<file path="config.mk">
export PLATFORM = sky130hd
export DESIGN_NAME = lbuf_sched
export DESIGN_NICKNAME = d
export VERILOG_FILES = /design/src/rtl/lbuf_sched_pkg.sv /design/src/rtl/lbuf_arb.sv /design/src/rtl/lbuf_sched.sv
export SDC_FILE = /design/constraint.sdc
export NUM_CORES = 1
export LEC_CHECK = 0
export CORE_UTILIZATION = 55
export CTS_CLUSTER_DIAMETER = 150
export CTS_CLUSTER_SIZE = 8
export DETAILED_ROUTE_END_ITERATION = 6
export DONT_BUFFER_PORTS = 1
export PLACE_DENSITY = 0.8
export SLEW_MARGIN = 25
export SYNTH_ARGS = -nofsm -noshare
export SYNTH_HDL_FRONTEND = slang
export SYNTH_SLANG_ARGS = --single-unit
</file>
<file path="constraint.sdc">
create_clock -name sys_clk -period 4.3 [get_ports sys_clk]
set_input_delay 0.86 -clock sys_clk [delete_from_list [all_inputs] [get_ports sys_clk]]
set_output_delay 0.86 -clock sys_clk [all_outputs]
set_load 0.02 [all_outputs]
</file>
<file path="src/rtl/lbuf_sched_pkg.sv">
// Shared definitions for the line-buffer scheduler: default address width
// and the scan state encoding.
package lbuf_sched_pkg;

  localparam int LB_ADDR_W = 9;

  typedef enum logic [1:0] {
    ST_IDLE = 2'd0,
    ST_RD   = 2'd1,
    ST_CLR  = 2'd2
  } scan_state_e;

endpackage

</file>
<file path="src/rtl/lbuf_arb.sv">
// Build-buffer arbiter: grants the object processor one line of exclusive
// write access, and revokes the grant with an overrun pulse when a line
// starts before the object processor has reported done.
module lbuf_arb #(
  parameter int GNT_GAP = 1
) (
  input  logic sys_clk,
  input  logic reset,
  input  logic line_start,
  input  logic op_req,
  input  logic op_done,
  output logic op_gnt,
  output logic overrun
);

  // The revoke cycle itself is already one forced-idle cycle, so the counter
  // only has to cover the remaining GNT_GAP-1 cycles.
  localparam int GAP_W = (GNT_GAP > 1) ? $clog2(GNT_GAP) : 1;
  localparam logic [GAP_W-1:0] GAP_LOAD = (GNT_GAP > 1) ? GAP_W'(GNT_GAP - 1) : '0;

  logic             gnt_q, gnt_d;
  logic             overrun_q, overrun_d;
  logic [GAP_W-1:0] gap_q, gap_d;

  // Next grant state: done releases cleanly, a line start without done
  // revokes and arms the idle gap, otherwise grant on request once idle.
  always_comb begin
    gnt_d     = gnt_q;
    gap_d     = gap_q;
    overrun_d = 1'b0;
    if (gnt_q) begin
      if (op_done) begin
        gnt_d = 1'b0;
      end else if (line_start) begin
        gnt_d     = 1'b0;
        overrun_d = 1'b1;
        gap_d     = GAP_LOAD;
      end
    end else if (gap_q != '0) begin
      gap_d = gap_q - GAP_W'(1);
    end else if (op_req) begin
      gnt_d = 1'b1;
    end
  end

  // Arbiter state registers.
  always_ff @(posedge sys_clk or posedge reset) begin
    if (reset) begin
      gnt_q     <= 1'b0;
      overrun_q <= 1'b0;
      gap_q     <= '0;
    end else begin
      gnt_q     <= gnt_d;
      overrun_q <= overrun_d;
      gap_q     <= gap_d;
    end
  end

  assign op_gnt  = gnt_q;
  assign overrun = overrun_q;

endmodule

</file>
<file path="src/rtl/lbuf_sched.sv">
// Dual line-buffer scheduler: swaps display/build roles every line, scans
// the display buffer one word per video strobe with clear-behind-read, and
// hosts the object-processor arbiter.
module lbuf_sched
  import lbuf_sched_pkg::*;
#(
  parameter int ADDR_W  = LB_ADDR_W,
  parameter int GNT_GAP = 1
) (
  input  logic              sys_clk,
  input  logic              reset,
  input  logic              line_start,
  input  logic              vactive,
  input  logic              pix_en,
  input  logic [ADDR_W-1:0] line_len,
  input  logic              bg_en,
  input  logic              op_req,
  input  logic              op_done,
  output logic              op_gnt,
  output logic              lbufa,
  output logic              lbufb,
  output logic              lbaactive,
  output logic              lbbactive,
  output logic [ADDR_W-1:0] lbra,
  output logic              bgw,
  output logic              scan_busy,
  output logic              overrun
);

  scan_state_e       state_q, state_d;
  logic              lbufa_q, lbufa_d;
  logic              pending_q, pending_d;
  logic [ADDR_W-1:0] lbra_q, lbra_d;
  logic [ADDR_W:0]   lbra_inc;

  // The read address doubles as the count of words already scanned.
  assign lbra_inc = {1'b0, lbra_q} + {{ADDR_W{1'b0}}, 1'b1};

  // Buffer swap and scan sequencing; a line start overrides any scan in
  // flight, and a strobe seen during CLR is held one deep for the next RD.
  always_comb begin
    state_d   = state_q;
    lbufa_d   = lbufa_q;
    pending_d = pending_q;
    lbra_d    = lbra_q;
    if (line_start) begin
      lbufa_d   = ~lbufa_q;
      pending_d = 1'b0;
      if (vactive && (line_len != '0)) begin
        state_d = ST_RD;
        lbra_d  = '0;
      end else begin
        state_d = ST_IDLE;
      end
    end else begin
      case (state_q)
        ST_IDLE: begin
          state_d = ST_IDLE;
        end
        ST_RD: begin
          if (pix_en || pending_q) begin
            state_d   = ST_CLR;
            pending_d = 1'b0;
          end
        end
        ST_CLR: begin
          pending_d = pending_q | pix_en;
          if (lbra_inc >= {1'b0, line_len}) begin
            state_d   = ST_IDLE;
            pending_d = 1'b0;
          end else begin
            state_d = ST_RD;
            lbra_d  = lbra_inc[ADDR_W-1:0];
          end
        end
        default: begin
          state_d   = ST_IDLE;
          pending_d = 1'b0;
        end
      endcase
    end
  end

  // Scan state registers.
  always_ff @(posedge sys_clk or posedge reset) begin
    if (reset) begin
      state_q   <= ST_IDLE;
      lbufa_q   <= 1'b0;
      pending_q <= 1'b0;
      lbra_q    <= '0;
    end else begin
      state_q   <= state_d;
      lbufa_q   <= lbufa_d;
      pending_q <= pending_d;
      lbra_q    <= lbra_d;
    end
  end

  assign scan_busy = (state_q != ST_IDLE);
  assign bgw       = (state_q == ST_CLR) & bg_en;
  assign lbra      = lbra_q;
  assign lbufa     = lbufa_q;
  assign lbufb     = ~lbufa_q;
  assign lbaactive = lbufa_q & scan_busy;
  assign lbbactive = ~lbufa_q & scan_busy;

  lbuf_arb #(
    .GNT_GAP(GNT_GAP)
  ) u_arb (
    .sys_clk   (sys_clk),
    .reset     (reset),
    .line_start(line_start),
    .op_req    (op_req),
    .op_done   (op_done),
    .op_gnt    (op_gnt),
    .overrun   (overrun)
  );

endmodule

</file>
== Yosys cells after proc, flatten, opt, wreduce, memory -nomap -nowiden ==
Cells that the tools add are included.
Word-level totals
  flip-flop bits (word level): 16
  output and inout bits: 17
Operators by class
  $add $sub $neg: 2
  mux-type cells: 25
  bitwise operators: 5
  equal/unequal tests: 8
  reduce and logical (&&, ||, !) cells: 9
  magnitude comparators: 1
Operators with widths (number)
  9-bit two-way mux: 4
  1-bit two-way mux: 17
  9-bit by 1-bit adder with 10-bit output, second input constant: 1
  10-bit by 9-bit greater-or-equal comparator with 1-bit output: 1
  9-bit nonzero test: 1
  2-bit inequality test, second input constant: 4
  2-bit two-way mux: 2
  2-bit one-hot mux with 2 select lines: 1
  2-bit AND reduction: 2
  2-bit nonzero test: 2
  1-bit AND: 3
  3-bit inequality test, second input constant: 1
  1-bit one-hot mux with 3 select lines: 1
  3-bit AND reduction: 1
  2-bit by 1-bit == test with 1-bit output, second input constant: 1
  2-bit == test, second input constant: 1
  2-bit zero test: 1
  2-bit by 1-bit inequality test with 1-bit output, second input constant: 1
  1-bit logical AND: 1
  1-bit logical OR: 1
  1-bit NOT: 1
  1-bit bitwise OR: 1
  1-bit subtractor, second input constant: 1

== Longest topological paths before layout ==
  word-level depth: 5
  mapped depth: 10
  gate-level depth less buffers: 10

== By module ==
A second synthesis with hierarchy kept.
Unflattened totals
  cells, all modules: 112
  area total of the unflattened synthesis: 1054.8 um2
Modules (own cells, without submodules)
  lbuf_sched: cells each 105, seq. area each 325.3 um2, instances 1, area each 974.7 um2
  lbuf_arb: cells each 7, seq. area each 50.0 um2, instances 1, area each 80.1 um2

== Worst setup path before layout ==
Ideal clock, no wire load.
  path kind: reg-to-reg
  start: reg lbra_q[2], in the netlist lbra[2]
  end: reg lbra_q[1], in the netlist lbra[1]
  stages on the path, launching flop included: 11
  library setup time: 0.133 ns
  required time: 4.167 ns
  data arrival time: 2.397 ns
  slack: 1.770 ns
  cells stage by stage: dfrtp_1 > buf_2 > nand3_1 > nor3_1 > xor2_1 > ha_1 > and2_1 > a221oi_2 > o21a_1 > o21ai_4 > mux2i_1
On the way
  cells in the longest elaborated chain, start to end: 4
RTL lines
  from (decl): line lbuf_sched.sv:33  | logic [ADDR_W-1:0] lbra_q, lbra_d;
  from (signal assigned): line lbuf_sched.sv:95  | lbra_q <= lbra_d;
  9-bit by 1-bit adder with 10-bit output: line lbuf_sched.sv:37  | assign lbra_inc = {1'b0, lbra_q} + {{ADDR_W{1'b0}}, 1'b1};
  10-bit by 9-bit greater-or-equal comparator with 1-bit output: line lbuf_sched.sv:68  | if (lbra_inc >= {1'b0, line_len}) begin
  2-bit inequality test (no source line)
  3-bit AND reduction (no source line)
No other way between the ends.
A chain may end at the register's enable or synchronous reset.

== Worst setup path after layout ==
  start: reg lbra_q[2], in the netlist lbra[2]
  end: reg lbra_q[6], in the netlist lbra[6]
On the way
  cells in the longest elaborated chain, start to end: 4
RTL lines (line)
  9-bit by 1-bit adder with 10-bit output *: lbuf_sched.sv:37
  10-bit by 9-bit greater-or-equal comparator with 1-bit output or 9-bit two-way mux (tied branches): lbuf_sched.sv:68
  2-bit inequality test (no source line) or 9-bit two-way mux (tied branches)
  3-bit AND reduction (no source line) or 9-bit two-way mux (tied branches)
Every way passes the cells marked *; elsewhere a longest branch is shown, timed or not. The select of a mux whose other input is x is not followed.

==> impl_metrics.tcl <==
set metrics [dict create \
    setup-tns-final_ns 0 \
    cts_resized 0 \
    n_antenna_cell 0 \
    critical_path.slowest_cell "dfrtp_1" \
    critPathTopFamily "compound AO/OA/AOI/OAI gates" \
    hpwl_mm 1.92 \
    syn_area_per_cell_sq_um 9.15 \
    endpoint_kind "register" \
    place.gp.congestion 0.873 \
    synth_edf_count 0 \
    relSlewSlack_pct 64.4 \
    yosys_warnings 0 \
    track_usage_pct 24.8 \
    clkLatencyLatePin_ns 0.28 \
    synth_area_sq_um 1130 \
    fmax_ghz 0.331 \
    setup_viol 0 \
    holdWs_ns 0.495 \
    worstPathRequired_ns 4.50 \
    grt_pass1_wl_mm 3.82 \
    hold_buffers 0 \
    vias 926 \
    crit_path_cell_trace "nand3_1, nor3_1, xor2_1, ha_1, and2_1, o2111ai_1, o21a_1, o21ai_4, mux2i_1" \
    synthArstFlopShare_pct 100 \
    power_leakage_nw 0.612 \
    initial_core_util_pct 58.4 \
    die_w_microns 47.4 \
    htreeDepth 1 \
    seqCellArea_sq_um 375 \
    cts_root_buf "clkbuf_4" \
    postCtsSetupRepairBufs 0 \
    yosys.cell_types.count 41 \
    wl_mm 2.44 \
    area_delta_synth_final_pct 4.63 \
    seq_area_frac_synth_pct 33.1 \
    synth_fp_nets 151 \
    drtAntennaViolNets 0 \
    via_per_inst 6.05 \
    critPathMaxStageDelay_ns 0.64 \
    place.port_buffers 0 \
    critPathArrivalTime_ns 3.23 \
    row_count 16 \
    wl_per_cell_microns 15.9 \
    drive_above_1_share_pct 11.9 \
    p_total_mw 0.302 \
    timing.final.crit_share_pct 70.4 \
    fin_crit_ns 3.03 \
    cts_tree "built" \
    synth-seq-cells 15 \
    ios 34 \
    maxCapViolations 0 \
    grt_pass1_vias 874 \
    syn_inst 124 \
    criticalPathCategory "register to register" \
    path_clk_slew_ns 0.09 \
    multi_input_area_sq_um 702 \
    antenna_found_initial 0 \
    finalHoldViolations 0 \
    core_area_sq_um 1940 \
    fp.dieH_microns 47.4 \
    layout.nets 154 \
    cts_buffer_depth 2 \
    worstPathMaxFanout 9 \
    drv_slew 0 \
    place_inst 149 \
    fillers 175 \
    numCtsBuffers 3 \
    finalNonFillerCells 153 \
    grt_max_degree 16 \
    min_path_type "input port to asynchronous set/reset pin" \
    rsz0062_at_grt "false" \
    ys.flop_type "dfrtp_1" \
    drtIter0Drc 49 \
    cp_num_buf_inv 0 \
    grt_overflow 0 \
    clock_skew_ns 0.00776 \
    worstMarginPinSlew_ns 0.534 \
    r2r-start "lbra[2]" \
    cellPowerDensity_nw_per_um2 254 \
    status "finished clean" \
    cts.sinks 15 \
    floorplan.die_area_sq_um 2250 \
    vdd_drop_max_v 0.000173 \
    startpoint "lbra[2]" \
    first_pass_iters 4 \
    critPathLaunchType "register" \
    drc 0 \
]
[worst register-to-register path: stages (launching register included)]
cell and delay [ns]:
dfrtp_1 0.64, nand3_1 0.25, nor3_1 0.29, xor2_1 0.14, ha_1 0.34, and2_1 0.18, o2111ai_1 0.22, o21a_1 0.32
o21ai_4 0.33, mux2i_1 0.25
[cells in the mapped netlist (2+ instances only)]
| cell type | n | share of area, % |
|---|---|---|
| nand2b_1 | 7 | 3.9 |
| nand2_1 | 10 | 3.3 |
| o211ai_1 | 2 | 1.3 |
| nor3_1 | 2 | 0.88 |
| nor2_1 | 12 | 4.0 |
| o21ai_1 | 2 | 0.88 |
| and2_1 | 2 | 1.1 |
| o211ai_2 | 2 | 2.2 |
| nand3_1 | 8 | 3.5 |
| ha_1 | 10 | 11 |
| dfrtp_1 | 15 | 33 |
| inv_1 | 13 | 4.3 |
| a21oi_1 | 2 | 0.88 |
| mux2i_1 | 4 | 3.5 |
| xnor2_1 | 3 | 2.3 |
| xor2_1 | 5 | 3.9 |
[cells in the final DEF, fill, tap and decap left out, drive strengths merged, types with 4 or more instances in the layout]
master   n
dfrtp   15
inv     13
nor2    12
nand2   10
ha      10
nand3    9
nand2b   7
xor2     5
mux2i    4
o211ai   4
o21ai    4
[where the power goes]
group	internal, mW	switching, mW
Clock	0.0345	0.0425
Combinational	0.0168	0.0380
Sequential	0.150	0.0198
Total	0.201	0.100
[layer usage]
layer | share of wire (%) | up-vias | track usage (%) | routed length [microns]
li1 | - | 438 | - | -
met3 | 5.5 | 12 | 7.92 | 135
met5 | 0 | - | 0 | 0
met1 | 41 | 435 | 31.1 | 1010
met4 | 3.8 | 0 | 12.6 | 92
met2 | 49 | 41 | 38.4 | 1200
[final timing paths]
kind | endpoint | slack, ns | depth (start not counted)
setup / recovery | lbra[6] | 1.27 | 9
hold / removal | state_q[1] | 0.50 | 1
setup reg to reg | lbra[6] | 1.27 | 9
hold reg to reg | state_q[0] | 0.52 | 1
max in group asynchronous | lbufa | 3.45 | 1
min in group sys_clk | state_q[0] | 0.52 | 1
[through the flow]
stage	setup slack, ns	util (%)	instance area (sq um)
after floorplan	1.77	-	1130
after global placement	1.56	59.7	1160
after CTS	1.31	61.1	1190
after detailed placement	1.40	59.7	1160
final	1.27	61.1	1190
after global routing	1.05	61.1	1190
[layout make-up]
| class | count | share of cell area [%] |
|---|---|---|
| tap | 27 | 2.85 |
| inverter | 13 | 4.11 |
| multi-input combinational | 94 | 59.1 |
| clock inverter | 1 | 0.421 |
| clock buffer | 3 | 1.90 |
| sequential | 15 | 31.6 |
[cell families (layout without fill, tap and decap cells)]
| logic type | count (synthesis) | count (layout) | synth area share, % |
|---|---|---|---|
| simple gates | 51 | 51 | 24.1 |
| compound gates | 20 | 20 | 16.0 |
| flops | 15 | 15 | 33.1 |
| buf+inv | 15 | 17 | 5.07 |
| fa+ha+maj | 10 | 10 | 11.0 |
| xor+xnor | 8 | 8 | 6.17 |
| mux | 5 | 5 | 4.52 |
[state kept, by name (all words and copies together), names as in the netlist]
signal,flops
lbra,9
state_q,2
lbufa,1
pending_q,1
u_arb.op_gnt,1
u_arb.overrun,1
No activity file was read; power rests on OpenSTA's default activity.
